--- src/rtl/result_gather_ctrl.sv ---
// ----------------------------------------------------------------------------
// result_gather_ctrl
//
// Reads out NUM_CH result channels one after another (channel 0 first) and
// packs their IN_W-bit words into OUT_W-bit beats on one top-level read
// stream. The word count of every channel is checked, and valid pulses on
// non-selected channels are flagged. Either fault shows up as a one-cycle
// top_rd_err pulse that coincides with the final beat (top_rd_eop).
//
// Optional feature (compile-time macro RD_TIMEOUT_EN):
//   If defined, a COLLECT phase with TIMEOUT_CYC consecutive cycles and no
//   selected word aborts the transfer. The pending partial beat, or an
//   all-zero beat, is emitted with vld, eop and err set, and no further
//   channel is started. If undefined, the block waits for rd_eop
//   indefinitely.
//
// Ports:
//   clk          clock
//   rst          synchronous, active-high reset
//   top_rd_sop   start-of-read request pulse (ignored while busy)
//   top_rd_eop   last output beat of the transfer
//   top_rd_vld   output beat valid
//   top_rd_data  packed output beat; holds its value while vld is low
//   top_rd_err   transfer error pulse, coincides with top_rd_eop
//   top_rd_busy  transfer in progress
//   rd_sop       per-channel start pulse, one-hot, one cycle
//   rd_eop       per-channel end, coincides with that channel's last rd_vld
//   rd_vld       per-channel word valid
//   rd_data      channel k occupies bits [k*IN_W +: IN_W]
// ----------------------------------------------------------------------------
module result_gather_ctrl #(
    parameter int NUM_CH       = 8,
    parameter int IN_W         = 16,
    parameter int OUT_W        = 32,
    parameter int BEATS_PER_CH = 8,
    parameter int TIMEOUT_CYC  = 256
) (
    input  logic                   clk,
    input  logic                   rst,
    input  logic                   top_rd_sop,
    output logic                   top_rd_eop,
    output logic                   top_rd_vld,
    output logic [OUT_W-1:0]       top_rd_data,
    output logic                   top_rd_err,
    output logic                   top_rd_busy,
    output logic [NUM_CH-1:0]      rd_sop,
    input  logic [NUM_CH-1:0]      rd_eop,
    input  logic [NUM_CH-1:0]      rd_vld,
    input  logic [NUM_CH*IN_W-1:0] rd_data
);

    localparam int PACK  = OUT_W / IN_W;
    localparam int SEL_W = (NUM_CH > 1) ? $clog2(NUM_CH) : 1;
    localparam int IDX_W = (PACK > 1) ? $clog2(PACK) : 1;
    localparam int CNT_W = $clog2(BEATS_PER_CH + 1) + 1;

    if ((OUT_W % IN_W) != 0 || TIMEOUT_CYC < 1) begin : g_param_check
        $error("result_gather_ctrl: OUT_W must be a multiple of IN_W and TIMEOUT_CYC >= 1");
    end

    typedef enum logic [1:0] {
        IDLE    = 2'd0,
        START   = 2'd1,
        COLLECT = 2'd2,
        FLUSH   = 2'd3
    } state_t;

    state_t state, state_nxt;
    logic [SEL_W-1:0] sel, sel_nxt;

    // Selected-channel input stage.
    logic            in_vld_q;
    logic            in_eop_q;
    logic [IN_W-1:0] in_data_q;

    // Pack register, word index within the current beat, per-channel count.
    logic [PACK-1:0][IN_W-1:0] pack;
    logic [PACK-1:0][IN_W-1:0] pack_ins;
    logic [IDX_W-1:0]          pack_idx;
    logic [CNT_W-1:0]          word_cnt;
    logic [CNT_W-1:0]          cnt_eff;

    logic mismatch_q;
    logic stray_q;

    logic [NUM_CH-1:0] sel_mask;
    logic              capture_en;
    logic              beat_done;
    logic              ch_eop;
    logic              ch_bad;
    logic              last_ch;
    logic              stray_hit;
    logic              timeout_hit;
    logic              timed_out;

    // Next values of the registered outputs.
    logic              vld_d;
    logic              eop_d;
    logic              err_d;
    logic              busy_d;
    logic [OUT_W-1:0]  data_d;
    logic [NUM_CH-1:0] rd_sop_d;

    // ------------------------------------------------------------------------
    // Derived per-cycle conditions
    // ------------------------------------------------------------------------
    assign sel_mask  = {{(NUM_CH-1){1'b0}}, 1'b1} << sel;
    assign last_ch   = (sel == SEL_W'(NUM_CH - 1));
    assign ch_eop    = (state == COLLECT) && in_eop_q;
    assign beat_done = in_vld_q && (pack_idx == IDX_W'(PACK - 1));
    // Any valid outside the selected channel during a transfer is a fault.
    assign stray_hit = (state != IDLE) && |(rd_vld & ~sel_mask);
    // Capture stops once the channel closes (or times out), so a registered
    // word is only ever processed while still in COLLECT.
    assign capture_en = (state == COLLECT) && !ch_eop && !timeout_hit;

    // Count including the word being processed this cycle; saturates.
    assign cnt_eff = (in_vld_q && (word_cnt != {CNT_W{1'b1}})) ? word_cnt + CNT_W'(1) : word_cnt;
    assign ch_bad  = ch_eop && (cnt_eff != CNT_W'(BEATS_PER_CH));

    always_comb begin
        pack_ins           = pack;
        pack_ins[pack_idx] = in_data_q;
    end

`ifdef RD_TIMEOUT_EN
    localparam int TO_W = $clog2(TIMEOUT_CYC + 1);
    logic [TO_W-1:0] idle_cnt;
    logic            timed_out_q;

    assign timeout_hit = (state == COLLECT) && !in_vld_q && !in_eop_q &&
                         (idle_cnt == TO_W'(TIMEOUT_CYC - 1));
    assign timed_out   = timed_out_q;

    always_ff @(posedge clk) begin
        if (rst) begin
            idle_cnt    <= '0;
            timed_out_q <= 1'b0;
        end else begin
            if (state == COLLECT && !in_vld_q) begin
                idle_cnt <= idle_cnt + TO_W'(1);
            end else begin
                idle_cnt <= '0;
            end
            if (state == IDLE) begin
                timed_out_q <= 1'b0;
            end else if (timeout_hit) begin
                timed_out_q <= 1'b1;
            end
        end
    end
`else
    assign timeout_hit = 1'b0;
    assign timed_out   = 1'b0;
`endif

    // ------------------------------------------------------------------------
    // FSM: state register
    // ------------------------------------------------------------------------
    // NOTE: every clocked block uses non-blocking assignments so all registers
    // update from the same pre-edge values, independent of process order.
    always_ff @(posedge clk) begin
        if (rst) begin
            state <= IDLE;
            sel   <= '0;
        end else begin
            state <= state_nxt;
            sel   <= sel_nxt;
        end
    end

    // ------------------------------------------------------------------------
    // FSM: next-state logic
    // ------------------------------------------------------------------------
    // NOTE: defaults assigned first so every path drives every output of the
    // combinational block; a missing branch would otherwise infer a latch.
    always_comb begin
        state_nxt = state;
        sel_nxt   = sel;
        unique case (state)
            IDLE: begin
                // busy also covers the cycle after a FLUSH-emitted eop.
                if (top_rd_sop && !top_rd_busy) begin
                    state_nxt = START;
                    sel_nxt   = '0;
                end
            end
            START: begin
                state_nxt = COLLECT;
            end
            COLLECT: begin
                if (timeout_hit) begin
                    state_nxt = FLUSH;
                end else if (ch_eop) begin
                    if (last_ch) begin
                        state_nxt = FLUSH;
                    end else begin
                        state_nxt = START;
                        sel_nxt   = sel + SEL_W'(1);
                    end
                end
            end
            FLUSH: begin
                state_nxt = IDLE;
            end
            default: begin
                state_nxt = IDLE;
            end
        endcase
    end

    // ------------------------------------------------------------------------
    // FSM: output logic. Outputs are registered, so their next values are
    // derived from the next state; rd_sop is therefore high during START.
    // ------------------------------------------------------------------------
    always_comb begin
        rd_sop_d = '0;
        vld_d    = 1'b0;
        eop_d    = 1'b0;
        err_d    = 1'b0;
        data_d   = top_rd_data;

        if (state_nxt == START) begin
            rd_sop_d[sel_nxt] = 1'b1;
        end

        if (state == COLLECT && beat_done) begin
            vld_d  = 1'b1;
            data_d = pack_ins;
            // The last channel's last word fills the beat exactly: this is the
            // final beat, so eop/err go out here and FLUSH stays silent.
            if (ch_eop && last_ch) begin
                eop_d = 1'b1;
                err_d = mismatch_q | ch_bad | stray_q | stray_hit;
            end
        end

        // Partial beat (upper words already zero) or all-zero timeout beat.
        if (state == FLUSH && (pack_idx != '0 || timed_out)) begin
            vld_d  = 1'b1;
            eop_d  = 1'b1;
            data_d = pack;
            err_d  = mismatch_q | stray_q | stray_hit | timed_out;
        end

        busy_d = (state_nxt != IDLE) || eop_d;
    end

    always_ff @(posedge clk) begin
        if (rst) begin
            top_rd_vld  <= 1'b0;
            top_rd_eop  <= 1'b0;
            top_rd_err  <= 1'b0;
            top_rd_busy <= 1'b0;
            top_rd_data <= '0;
            rd_sop      <= '0;
        end else begin
            top_rd_vld  <= vld_d;
            top_rd_eop  <= eop_d;
            top_rd_err  <= err_d;
            top_rd_busy <= busy_d;
            top_rd_data <= data_d;
            rd_sop      <= rd_sop_d;
        end
    end

    // ------------------------------------------------------------------------
    // Input stage: only the selected channel is sampled.
    // ------------------------------------------------------------------------
    always_ff @(posedge clk) begin
        if (rst) begin
            in_vld_q  <= 1'b0;
            in_eop_q  <= 1'b0;
            in_data_q <= '0;
        end else begin
            in_vld_q <= capture_en & rd_vld[sel];
            in_eop_q <= capture_en & rd_eop[sel];
            if (capture_en && rd_vld[sel]) begin
                in_data_q <= rd_data[int'(sel)*IN_W +: IN_W];
            end
        end
    end

    // ------------------------------------------------------------------------
    // Packing and counting. The pack index runs continuously across channel
    // boundaries; it is only cleared at the start and end of a transfer.
    // ------------------------------------------------------------------------
    always_ff @(posedge clk) begin
        if (rst) begin
            pack       <= '0;
            pack_idx   <= '0;
            word_cnt   <= '0;
            mismatch_q <= 1'b0;
            stray_q    <= 1'b0;
        end else begin
            if (state == IDLE || state == FLUSH) begin
                pack     <= '0;
                pack_idx <= '0;
            end else if (in_vld_q) begin
                if (beat_done) begin
                    pack     <= '0;
                    pack_idx <= '0;
                end else begin
                    pack     <= pack_ins;
                    pack_idx <= pack_idx + IDX_W'(1);
                end
            end

            if (state == START) begin
                word_cnt <= '0;
            end else begin
                word_cnt <= cnt_eff;
            end

            if (state == IDLE) begin
                mismatch_q <= 1'b0;
                stray_q    <= 1'b0;
            end else begin
                if (ch_bad) begin
                    mismatch_q <= 1'b1;
                end
                if (stray_hit) begin
                    stray_q <= 1'b1;
                end
            end
        end
    end

endmodule

--- config.mk ---
export PLATFORM = sky130hd
export DESIGN_NAME = result_gather_ctrl
export DESIGN_NICKNAME = d
export VERILOG_FILES = /design/src/rtl/result_gather_ctrl.sv
export SDC_FILE = /design/constraint.sdc
export NUM_CORES = 1
export LEC_CHECK = 0
export BUFFER_PORTS_ARGS = -buffer_cell sky130_fd_sc_hd__buf_4
export CORE_MARGIN = 10
export CORE_UTILIZATION = 51
export CTS_CLUSTER_SIZE = 20
export DETAILED_ROUTE_END_ITERATION = 12
export GPL_ROUTABILITY_DRIVEN = 0
export PLACE_DENSITY = 0.82
export SYNTH_ARGS = -nofsm -noshare
export SYNTH_HDL_FRONTEND = slang
export SYNTH_SLANG_ARGS = --single-unit
export TNS_END_PERCENT = 20
--- constraint.sdc ---
create_clock -name clk -period 5.35 [get_ports clk]
set_clock_uncertainty 0.05 [all_clocks]
set_input_delay 1.07 -clock clk [delete_from_list [all_inputs] [get_ports clk]]
set_output_delay 1.07 -clock clk [all_outputs]
set_load 0.02 [all_outputs]
==> impl_metrics.py <==
metrics = {
    "logic_synthesis": {
        "synth_nets": 660,
        "synth_area_um2": 5220,
        "syn_avg_cell_area_um2": 10.4,
        "async_flop_share_pct": 0,
        "synth_seq_cells": 107,
        "ys_types": 43,
        "ys.warnings.count": 0,
        "synth_edf_count": 0,
        "synth-main-ff-cell": "dfxtp_1",
        "synth-seq-area-share_pct": 41.1,
        "syn_inst": 503,
    },
    "sta": {
        "relSlewSlack_pct": 28.9,
        "max_freq_mhz": 359,
        "hold_violations": 0,
        "worstMarginPinSlew_ps": 1060,
        "rsz0062_at_grt": "false",
        "setup_ws_ps": 2560,
        "setup_viol": 0,
        "fin_tns_setup_ps": 0,
        "slew_viol_final": 0,
        "post-route-period-util_pct": 52.1,
        "min_period_ps": 2790,
    },
    "cts": {
        "insertion_delay_ps": 360,
        "cts_post_setup_buffers_inserted": 0,
        "clock-root-buffer": "clkbuf_8",
        "hold_buffers": 0,
        "post_cts_resized": 0,
        "clock-sinks": 107,
        "cts_tree": "yes",
        "numCtsBuffers": 9,
        "cts_max_level": 3,
        "cts_max_path_buffers": 2,
        "path_clk_slew_ps": 100,
    },
    "outcome": {
        "status": "finished, final reports clean",
    },
    "power": {
        "p_sw_share_pct": 22.7,
        "power.switching_uw": 349,
        "p_comb_share_pct": 12.1,
        "p_leak_nw": 2.65,
        "powerDensity_nw_per_um2": 224,
        "pwr-share-clk_pct": 35.1,
        "irDropWorstVdd_v": 0.000130,
        "p_int_mw": 1.19,
        "power_frac_seq_pct": 52.7,
    },
    "floorplanning": {
        "die_x_um": 121,
        "die_y_um": 121,
        "coreArea_um2": 9860,
        "row_count": 36,
        "start_util_pct": 52.9,
        "design.die.area_um2": 14700,
        "ios": 191,
    },
    "finish": {
        "multiInputGateArea_um2": 2850,
        "antennaDiodeCount": 0,
        "mostFrequentLayoutCells": "buf_4 (194), dfxtp_1 (106), nor2_1 (59)",
        "layout_commonest_cell": "buf_4",
        "fin_nets": 826,
        "syn2layout_area_growth_pct": 31.7,
        "fillCellCount": 720,
        "fin_util_pct": 69.6,
        "ff_latch_area_um2": 2140,
        "drive_gt1_share_pct": 38.9,
    },
    "setup_path": {
        "rrSetupSlack_ps": 2830,
        "worst_path_largest_cell_delay_ps": 820,
        "r2r-start": "sel[0]$_SDFF_PP0_",
        "reg2reg_to": "in_data_q[14]$_SDFFE_PP0P_",
        "critPathMaxFanout": 67,
        "critPathSlowestCell": "a21oi_1",
        "critPathCaptureType": "register",
        "critPathArrivalTime_ps": 3030,
        "setup.worst_path.class": "in -> reg",
        "startpoint_type": "input port",
        "cp_top_family": "compound AO/OA/AOI/OAI gates",
        "critPathBufInv": 1,
        "cp.depth": 4,
        "rr_worst_depth": 6,
        "startpoint": "rst",
        "endpoint": "pack[24]$_SDFFE_PP0P_",
        "cp.required_ps": 5600,
        "crit_chain": "buf_4, nand2b_1, a21oi_1, and2_1",
    },
    "route": {
        "drt-initial-drc-count": 305,
        "detail-route-antenna-nets": 0,
        "routed_wl_um": 14600,
        "vias": 4358,
        "viasPerCell": 5.40,
        "drc": 0,
        "dr.pass1.iters": 4,
        "wl_per_cell_um": 18.1,
    },
    "placed_design": {
        "dp_slack_ps": 2250,
        "numPortBuffers": 190,
        "hpwl_um": 11600,
    },
    "min_path": {
        "hp-class": "reg -> reg",
        "hold_depth": 2,
    },
    "grt": {
        "grt_pass1_vias": 4765,
        "grt_max_degree": 68,
        "antenna_found_initial": 0,
        "grt_overflow": 0,
        "grtUsageTotal_pct": 19.8,
        "grt_pass1_wl_um": 23600,
    },
    "job": {
        "cap_violations": 0,
    },
}
==> final cells by class <==
type	instances	area share, %
clock inverter	6	1.26
multi-input combinational	348	41.4
tap	133	2.42
sequential	107	31.2
clock buffer	10	2.00
timing repair buffer	194	21.2
inverter	9	0.492
==> worst min-delay path by stage <==
stage | start | endpoint | slack [ps]
floorplan | pack[0]$_SDFFE_PP0P_ | top_rd_data[0]$_SDFFE_PP0P_ | 380
global placement | pack[21]$_SDFFE_PP0P_ | pack[21]$_SDFFE_PP0P_ | 390
detailed placement | pack[0]$_SDFFE_PP0P_ | top_rd_data[0]$_SDFFE_PP0P_ | 390
CTS | pack[0]$_SDFFE_PP0P_ | top_rd_data[0]$_SDFFE_PP0P_ | 410
global route | pack[2]$_SDFFE_PP0P_ | top_rd_data[2]$_SDFFE_PP0P_ | 440
finish | pack[8]$_SDFFE_PP0P_ | top_rd_data[8]$_SDFFE_PP0P_ | 410
==> power groups by stage <==
stage | Sequential, mW | Clock, mW | Combinational (mW)
final | 0.812 | 0.541 | 0.187
after global routing | 0.813 | 0.580 | 0.202
after CTS | 0.811 | 0.546 | 0.187
after detailed placement | 0.830 | 0 | 0.186
after global placement | 0.830 | 0 | 0.180
after floorplan | 0.831 | 0 | 0.0800
==> registers in the layout (all words and copies together) (netlist names) <==
register	count
pack	32
top_rd_data	32
in_data_q	16
rd_sop	8
word_cnt	5
sel	3
state	2
in_eop_q	1
in_vld_q	1
mismatch_q	1
pack_idx	1
stray_q	1
top_rd_busy	1
top_rd_eop	1
top_rd_err	1
top_rd_vld	1
==> metrics by stage <==
| stage | cell area (um2) | instances | power, mW | hold WS, ps |
|---|---|---|---|---|
| after floorplan | 5220 | 503 | 0.911 | 377 |
| after global placement | 6650 | 791 | 1.01 | 392 |
| after detailed placement | 6650 | 791 | 1.02 | 393 |
| after CTS | 6870 | 807 | 1.54 | 408 |
| after global routing | 6870 | 807 | 1.59 | 437 |
| final | 6870 | 807 | 1.54 | 410 |
==> per-layer routing <==
metal	GRT usage (%)	part of all wire, %	vias to the layer above
met3	6.00	7.9	23
li1	-	-	2152
met4	7.68	2.4	0
met5	0	0	-
met2	34.5	50	164
met1	22.1	40	2019
==> worst reg2reg max path, stage by stage (launching register included) <==
cell and delay [ps]:
dfxtp_2 320, buf_4 540, mux4_1 440, mux2i_4 100
nor2_4 630, nor2_1 150, a211oi_2 220
==> Yosys cell counts, types with 2 or more instances <==
master    number  share of area, %
clkbuf_1      18               1.3
a211oi_2      16               3.8
o32ai_1        2              0.34
buf_1          3              0.22
buf_2         11               1.1
a31oi_1        2              0.24
a211oi_1      17               2.4
xnor2_1        2              0.34
nor2b_1       21               2.5
buf_6          3              0.65
nand3b_1       3              0.43
xor2_1         2              0.34
buf_4          4              0.58
nor3_1        20               1.9
and2_1        19               2.3
nand2b_1       3              0.36
mux2i_1       36               6.9
mux4_2        31                13
inv_1          9              0.65
dfxtp_1      107                41
o21ai_0        7              0.67
nor2_1        59               4.2
mux4_1         5               2.5
ha_1          10               2.4
nand2_1       38               2.7
o211ai_1       2              0.29
a21o_1         2              0.29
a21oi_1       36               3.5
==> cells by family (layout without fill, tap and decap cells) <==
kind of cell,Yosys count,in the layout,share of synthesized area [%]
simple gates,168,168,15.2
fa+ha+maj,10,10,2.40
buf+inv,48,219,4.44
xor+xnor,4,4,0.672
compound gates,93,93,13.0
flops,107,107,41.1
mux,73,73,23.2
(Power assumes the default switching activity.)
